$ cat src/rtl/led_event_scheduler_pkg.sv
// Shared definitions for the LED event scheduler: colours, FSM states and
// fault location encodings.
package led_pkg;

  // LED colours as {R,G,B}
  localparam logic [2:0] COLOR_OFF   = 3'b000;
  localparam logic [2:0] COLOR_BLUE  = 3'b001;
  localparam logic [2:0] COLOR_GREEN = 3'b010;
  localparam logic [2:0] COLOR_RED   = 3'b100;

  typedef enum logic [2:0] {
    IDLE,
    FAULT,
    NODE,
    DONE_WAIT,
    DONE
  } led_state_t;

  // fault_pos encodings
  localparam logic [1:0] POS_ALL  = 2'd0;
  localparam logic [1:0] POS_LED1 = 2'd1;
  localparam logic [1:0] POS_LED2 = 2'd2;
  localparam logic [1:0] POS_LED3 = 2'd3;

  // True when the LED at position idx is selected by a fault location
  function automatic logic led_selected(input logic [1:0] pos, input logic [1:0] idx);
    return (pos == POS_ALL) || (pos == idx);
  endfunction

endpackage

$ cat src/rtl/led_event_scheduler_timer.sv
// Loadable down-counter that saturates at zero; zero flags expiry.
module led_timer #(
  parameter int W = 8
) (
  input  logic         clk,
  input  logic         rst,
  input  logic         load,
  input  logic [W-1:0] load_val,
  output logic         zero
);

  logic [W-1:0] count;

  // Load takes priority; otherwise count down and hold at zero
  always_ff @(posedge clk or posedge rst) begin
    if (rst) begin
      count <= '0;
    end else if (load) begin
      count <= load_val;
    end else if (count != '0) begin
      count <= count - W'(1);
    end
  end

  assign zero = (count == '0);

endmodule

$ cat src/rtl/led_event_scheduler.sv
// Owns the three RGB status LEDs: arbitrates fault, node-arrival and
// end-of-run requests with minimum display times and strict priority
// (fault > final node > plain node). Outputs are registered from the
// state, so the LEDs trail a state change by one clock.
// Optional feature macro: LED_BLINK_EN (fault LEDs blink instead of solid).
module led_event_scheduler
  import led_pkg::*;
#(
  parameter int NODE_W         = 6,
  parameter int END_NODE       = 13,
  parameter int NODE_FLASH_CYC = 25_000_000,
  parameter int FAULT_HOLD_CYC = 50_000_000,
  parameter int DONE_DELAY_CYC = 50_000_000,
  parameter int BLINK_HALF_CYC = 12_500_000
) (
  input  logic              clk,
  input  logic              rst,
  input  logic              fault_req,
  input  logic [1:0]        fault_pos,
  input  logic              node_pulse,
  input  logic [NODE_W-1:0] node_counter,
  output logic              fault_ack,
  output logic              busy,
  output logic [2:0]        rgb_led_1,
  output logic [2:0]        rgb_led_2,
  output logic [2:0]        rgb_led_3
);

  localparam int MAX_A   = (NODE_FLASH_CYC > FAULT_HOLD_CYC) ? NODE_FLASH_CYC : FAULT_HOLD_CYC;
  localparam int MAX_B   = (DONE_DELAY_CYC > BLINK_HALF_CYC) ? DONE_DELAY_CYC : BLINK_HALF_CYC;
  localparam int MAX_CYC = (MAX_A > MAX_B) ? MAX_A : MAX_B;
  localparam int TW      = $clog2(MAX_CYC + 1);

  localparam logic [TW-1:0] LOAD_NODE  = TW'(NODE_FLASH_CYC - 1);
  localparam logic [TW-1:0] LOAD_FAULT = TW'(FAULT_HOLD_CYC - 1);
  localparam logic [TW-1:0] LOAD_DONE  = TW'(DONE_DELAY_CYC - 1);

  led_state_t    state, next_state;
  logic          pending_node, pending_done;
  logic          next_pending_node, next_pending_done;
  logic          fault_entry, entry_q;
  logic [1:0]    pos_q;
  logic          load;
  logic [TW-1:0] load_val;
  logic          tzero;
  logic          final_pulse, plain_pulse;
  logic          fault_on;
  logic [2:0]    led1_n, led2_n, led3_n;

  assign final_pulse = node_pulse && (node_counter == NODE_W'(END_NODE));
  assign plain_pulse = node_pulse && !final_pulse;

  led_timer #(.W(TW)) u_main_timer (
    .clk      (clk),
    .rst      (rst),
    .load     (load),
    .load_val (load_val),
    .zero     (tzero)
  );

`ifdef LED_BLINK_EN
  localparam int BW = $clog2(BLINK_HALF_CYC + 1);
  logic blink_zero;
  logic blink_load;
  logic blink_phase;

  // Blink period restarts on every fault entry and rolls over while in FAULT
  assign blink_load = fault_entry || ((state == FAULT) && blink_zero);

  led_timer #(.W(BW)) u_blink_timer (
    .clk      (clk),
    .rst      (rst),
    .load     (blink_load),
    .load_val (BW'(BLINK_HALF_CYC - 1)),
    .zero     (blink_zero)
  );

  assign fault_on = !blink_phase;
`else
  assign fault_on = 1'b1;
`endif

  // Next-state, timer load and pending-request bookkeeping
  always_comb begin
    next_state        = state;
    load              = 1'b0;
    load_val          = '0;
    fault_entry       = 1'b0;
    next_pending_node = pending_node;
    next_pending_done = pending_done;
    case (state)
      IDLE: begin
        if (fault_req) begin
          next_state        = FAULT;
          load              = 1'b1;
          load_val          = LOAD_FAULT;
          fault_entry       = 1'b1;
          next_pending_node = pending_node | plain_pulse;
          next_pending_done = pending_done | final_pulse;
        end else if (final_pulse) begin
          next_state = DONE_WAIT;
          load       = 1'b1;
          load_val   = LOAD_DONE;
        end else if (plain_pulse) begin
          next_state = NODE;
          load       = 1'b1;
          load_val   = LOAD_NODE;
        end
      end
      FAULT: begin
        // A pulse arriving in the exit cycle is treated as already pended
        if (tzero && !fault_req) begin
          if (pending_done || final_pulse) begin
            next_state = DONE_WAIT;
            load       = 1'b1;
            load_val   = LOAD_DONE;
          end else if (pending_node || plain_pulse) begin
            next_state = NODE;
            load       = 1'b1;
            load_val   = LOAD_NODE;
          end else begin
            next_state = IDLE;
          end
          next_pending_node = 1'b0;
          next_pending_done = 1'b0;
        end else begin
          next_pending_node = pending_node | plain_pulse;
          next_pending_done = pending_done | final_pulse;
        end
      end
      NODE: begin
        if (fault_req) begin
          // The running flash is dropped; only a fresh pulse is pended
          next_state        = FAULT;
          load              = 1'b1;
          load_val          = LOAD_FAULT;
          fault_entry       = 1'b1;
          next_pending_node = pending_node | plain_pulse;
          next_pending_done = pending_done | final_pulse;
        end else if (final_pulse) begin
          next_state = DONE_WAIT;
          load       = 1'b1;
          load_val   = LOAD_DONE;
        end else if (plain_pulse) begin
          load     = 1'b1;
          load_val = LOAD_NODE;
        end else if (tzero) begin
          next_state = IDLE;
        end
      end
      DONE_WAIT: begin
        if (fault_req) begin
          next_state        = FAULT;
          load              = 1'b1;
          load_val          = LOAD_FAULT;
          fault_entry       = 1'b1;
          next_pending_done = 1'b1;
        end else if (tzero) begin
          next_state = DONE;
        end
      end
      DONE: begin
        next_state = DONE;
      end
      default: begin
        next_state = IDLE;
      end
    endcase
  end

  // LED colour decode from the current state
  always_comb begin
    led1_n = COLOR_OFF;
    led2_n = COLOR_OFF;
    led3_n = COLOR_OFF;
    case (state)
      NODE: begin
        led1_n = COLOR_RED;
        led2_n = COLOR_RED;
        led3_n = COLOR_RED;
      end
      DONE: begin
        led1_n = COLOR_GREEN;
        led2_n = COLOR_GREEN;
        led3_n = COLOR_GREEN;
      end
      FAULT: begin
        if (fault_on && led_selected(pos_q, POS_LED1)) led1_n = COLOR_BLUE;
        if (fault_on && led_selected(pos_q, POS_LED2)) led2_n = COLOR_BLUE;
        if (fault_on && led_selected(pos_q, POS_LED3)) led3_n = COLOR_BLUE;
      end
      default: begin
        led1_n = COLOR_OFF;
      end
    endcase
  end

  // State, pending flags and registered outputs
  always_ff @(posedge clk or posedge rst) begin
    if (rst) begin
      state        <= IDLE;
      pending_node <= 1'b0;
      pending_done <= 1'b0;
      entry_q      <= 1'b0;
      pos_q        <= POS_ALL;
      fault_ack    <= 1'b0;
      busy         <= 1'b0;
      rgb_led_1    <= COLOR_OFF;
      rgb_led_2    <= COLOR_OFF;
      rgb_led_3    <= COLOR_OFF;
`ifdef LED_BLINK_EN
      blink_phase  <= 1'b0;
`endif
    end else begin
      state        <= next_state;
      pending_node <= next_pending_node;
      pending_done <= next_pending_done;
      entry_q      <= fault_entry;
      pos_q        <= fault_pos;
      fault_ack    <= entry_q;
      busy         <= (state != IDLE);
      rgb_led_1    <= led1_n;
      rgb_led_2    <= led2_n;
      rgb_led_3    <= led3_n;
`ifdef LED_BLINK_EN
      if (fault_entry) begin
        blink_phase <= 1'b0;
      end else if ((state == FAULT) && blink_zero) begin
        blink_phase <= ~blink_phase;
      end
`endif
    end
  end

endmodule

$ cat config.mk
export PLATFORM = sky130hd
export DESIGN_NAME = led_event_scheduler
export DESIGN_NICKNAME = d
export VERILOG_FILES = /design/src/rtl/led_event_scheduler_pkg.sv /design/src/rtl/led_event_scheduler_timer.sv /design/src/rtl/led_event_scheduler.sv
export SDC_FILE = /design/constraint.sdc
export NUM_CORES = 1
export LEC_CHECK = 0
export BUFFER_PORTS_ARGS = -buffer_cell sky130_fd_sc_hd__buf_2
export CORE_ASPECT_RATIO = 2
export CORE_MARGIN = 10
export CORE_UTILIZATION = 45
export CTS_CLUSTER_DIAMETER = 200
export DETAILED_ROUTE_END_ITERATION = 16
export GPL_TIMING_DRIVEN = 0
export SLEW_MARGIN = 20
export SYNTH_ARGS = -nofsm -noshare
export SYNTH_HDL_FRONTEND = slang
export SYNTH_HIERARCHICAL = 1
export SYNTH_SLANG_ARGS = --single-unit
$ cat constraint.sdc
create_clock -name clk -period 8.3 [get_ports clk]
set_input_delay 1.245 -clock clk [delete_from_list [all_inputs] [get_ports clk]]
set_output_delay 1.245 -clock clk [all_outputs]
set_load 0.02 [all_outputs]
==> run metrics <==
first-pass GRT wire length=10.4 mm; DR vias=~2,000; total number of yosys warnings=6; Flop pwr share=0.367; First DRT Iteration DRCs=between 100 and 150; CP Launch Type=flop; #FFs+latches synth=around 40; Slew Limit Fails=0; largest net degree at the start of global routing=27; Worst-Margin Slew=around 840 ps; DR WL/cell=approximately 18 um; FMAX=approximately 220 MHz; Setup violations, final=0; Clock power frac=0.159; Max Buffers Root-to-Sink=2; Pleak=0.00121 uW; Residual DRC=0; TritonCTS clock tree=done; Die H=125 um; Filler Cell Count=about 550; n_diodes=0; min Tclk post-route=roughly 4500 ps; Core Rows=38; Max Cap Viol=0; Net Sw Frac=0.429; asr flop ratio synth=1.00; Yosys top cell area share=0.412; Yosys top cell by area=dfrtp_1; Int Pwr=591 uW; post-CTS setup buffers=0; drt total wl=6.29 mm; GRT Util Overall=0.143; Setup Crit Path Kind=flop to flop; Vias/cell=between 5 and 6; clock-pin slew on the worst setup and hold paths=roughly 90 ps; run status=completed; Fin. Hold Viols=0; Detailed Routing Iterations Pass 1=4; Post-synth EDFFs=0; full die area=between 0.009 and 0.01 mm2; Max H-tree Level=2; Max-slew headroom=0.436; nets=between 300 and 400; clock skew=9.55 ps; post-CTS sizing=0; Post-DRT Antenna Nets=0; Synth Instances=about 260; Seq/Total Area, Yosys=0.412; Max IR drop VDD=between 200 and 250 uV; detailed-placement wirelength estimate=4.81 mm; layout cells sized above 1=0.211; Post-CTS Hold Buffers=0; Worst EP required=8510 ps; CP Capture Type=flop; total grt overflow=0; Synth area leaders=dfrtp_1, xnor2_1, nand2_1; P_sw=443 uW; P&R area growth vs syn=12.2%; gpl congestion=roughly 0.87; mapped cell area=between 0.002 and 0.0025 mm2; syn_area_per_cell=9.66 um2; Worst Hold Class=flop to flop; root buf cell=clkbuf_8; io pins=23; setup TNS=0 ps; Core ar.=around 0.0054 mm2; RSZ-0062 raised after global routing=false; vias in the first global route=2,124; CTS sink count=41; final worst path period share=0.546; initial antenna violation count=0; Distinct cells, synth=between 60 and 70; WHS=between 300 and 400 ps; Crit Path Max Fanout=12; leading register cell type out of synthesis=dfrtp_1; Commonest cells post-synth=dfrtp_1, nand2_1, xnor2_1, nor3_1, nor2_1; PortBufs=20; placed insts=~340; die width=just over 70 um; cts bufs inserted=5; Crit path arrival time=4740 ps; top-count cell post-synth=dfrtp_1; Comb pwr share=0.474; clock insertion delay at the later pin of the skew report=approximately 300 ps; initial core utilization=0.460; filler-free cell count of the finished design=349; PwrDens=approximately 370 mW/mm2
-- power by group through the flow --
stage | clock (uW) | combinational [uW] | sequential, uW
after global routing | 176 | 541 | 393
after global placement | 0 | 483 | 379
after detailed placement | 0 | 489 | 382
after floorplan | 0 | 368 | 373
final | 164 | 490 | 379
after CTS | 169 | 492 | 378
-- per-stage QoR --
| step | power, uW | worst slack [ps] | util | cell area (um2) |
|---|---|---|---|---|
| detailed placement | 871 | 3850 | 0.494 | 2680 |
| global route | 1110 | 3350 | 0.516 | 2800 |
| CTS | 1040 | 3820 | 0.515 | 2790 |
| finish | 1030 | 3760 | 0.516 | 2800 |
| floorplan | 741 | 4880 | - | 2500 |
| global placement | 862 | 3870 | 0.494 | 2680 |
-- critical path, stage by stage, from the launching register on --
cell and delay (ps):
dfrtp_1 430, nor4_1 680, nand3_1 520, nor4_4 680
nor2b_1 300, nand2_1 150, o22ai_1 210, clkbuf_1 370
buf_1 440, clkbuf_1 450, nand2_1 120, o31ai_1 80
-- path summary, 6_finish.rpt --
path	start	end	slack, ps	depth (start not counted)
worst max-delay path	u_main_timer/count[3]$_DFFE_PP0P_	u_main_timer/count[6]$_DFFE_PP0P_	3760	11
worst min-delay path	entry_q$_DFF_PP0_	fault_ack$_DFF_PP0_	360	0
worst max register to register	u_main_timer/count[3]$_DFFE_PP0P_	u_main_timer/count[6]$_DFFE_PP0P_	3760	11
worst min register to register	entry_q$_DFF_PP0_	fault_ack$_DFF_PP0_	360	0
max in group asynchronous	rst	state[2]$_DFFE_PP0P_	6890	2
min in group asynchronous	rst	u_main_timer/count[12]$_DFFE_PP0P_	1000	2
-- metal layers --
layer | global-route usage | vias to the layer above | wire length [um] | part of all wire
li1 | - | 988 | - | -
met1 | 0.127 | 988 | 2150 | 0.34
met2 | 0.288 | 50 | 3860 | 0.61
met3 | 0.0269 | 6 | 197 | 0.031
met4 | 0.0528 | 0 | 93 | 0.015
met5 | 0 | - | 0 | 0
-- final cells by class --
class                   count  area (um2)  share of cell area
plain buffers              18        97.6              0.0349
multi-input cells         192        1350               0.482
repair buffers             20         100              0.0358
clock inverters             2        38.8              0.0139
clock buffers               6        72.6              0.0260
well taps                  60        75.1              0.0269
inverters                  10        37.5              0.0134
flip-flops and latches     41        1030               0.367
-- placed cells by master (no fill, tap or decap), types with 3 or more instances in the layout --
master | netlist | layout
o211a_1 | 5 | 5
xor2_1 | 6 | 6
nand2b_1 | 8 | 8
a21oi_1 | 5 | 5
ha_1 | 4 | 4
nor4_1 | 8 | 8
nor3b_1 | 4 | 4
nor2b_1 | 3 | 3
nand3_1 | 5 | 5
mux2_2 | 3 | 3
nand4b_1 | 3 | 3
dfrtp_1 | 41 | 41
o31ai_1 | 7 | 7
nand2_1 | 25 | 25
nand4_1 | 4 | 4
buf_4 | 5 | 5
inv_1 | 10 | 9
o21ai_2 | 8 | 8
buf_2 | 3 | 23
clkbuf_1 | 8 | 9
o21a_1 | 3 | 3
nor3_1 | 14 | 14
conb_1 | 1 | 4
clkbuf_8 | 0 | 5
xnor2_1 | 15 | 15
nor2_1 | 12 | 12
o21ai_0 | 4 | 4
-- cell families (layout without fill, tap and decap cells) --
kind of cell / after synthesis / in the layout / share of synthesized area
buffers and inverters: 28 / 56 / 0.0542
muxes: 6 / 6 / 0.0276
DFF: 41 / 41 / 0.412
other: 1 / 4 / 0.00151
adders and majority gates: 4 / 4 / 0.0201
and+or+nand+nor: 106 / 106 / 0.252
xor gates and xnor gates: 21 / 21 / 0.0738
AOI/OAI and AO/OA: 51 / 51 / 0.159
-- sequential cells by signal, summed over array words and instances, names as in the netlist --
name                count
fault_ack               1
pos_q                   2
busy                    1
rgb_led_1               2
u_main_timer/count     26
rgb_led_3               2
pending_node            1
pending_done            1
state                   3
entry_q                 1
rgb_led_2               1
Note: power is estimated with default switching activity, not from simulation.
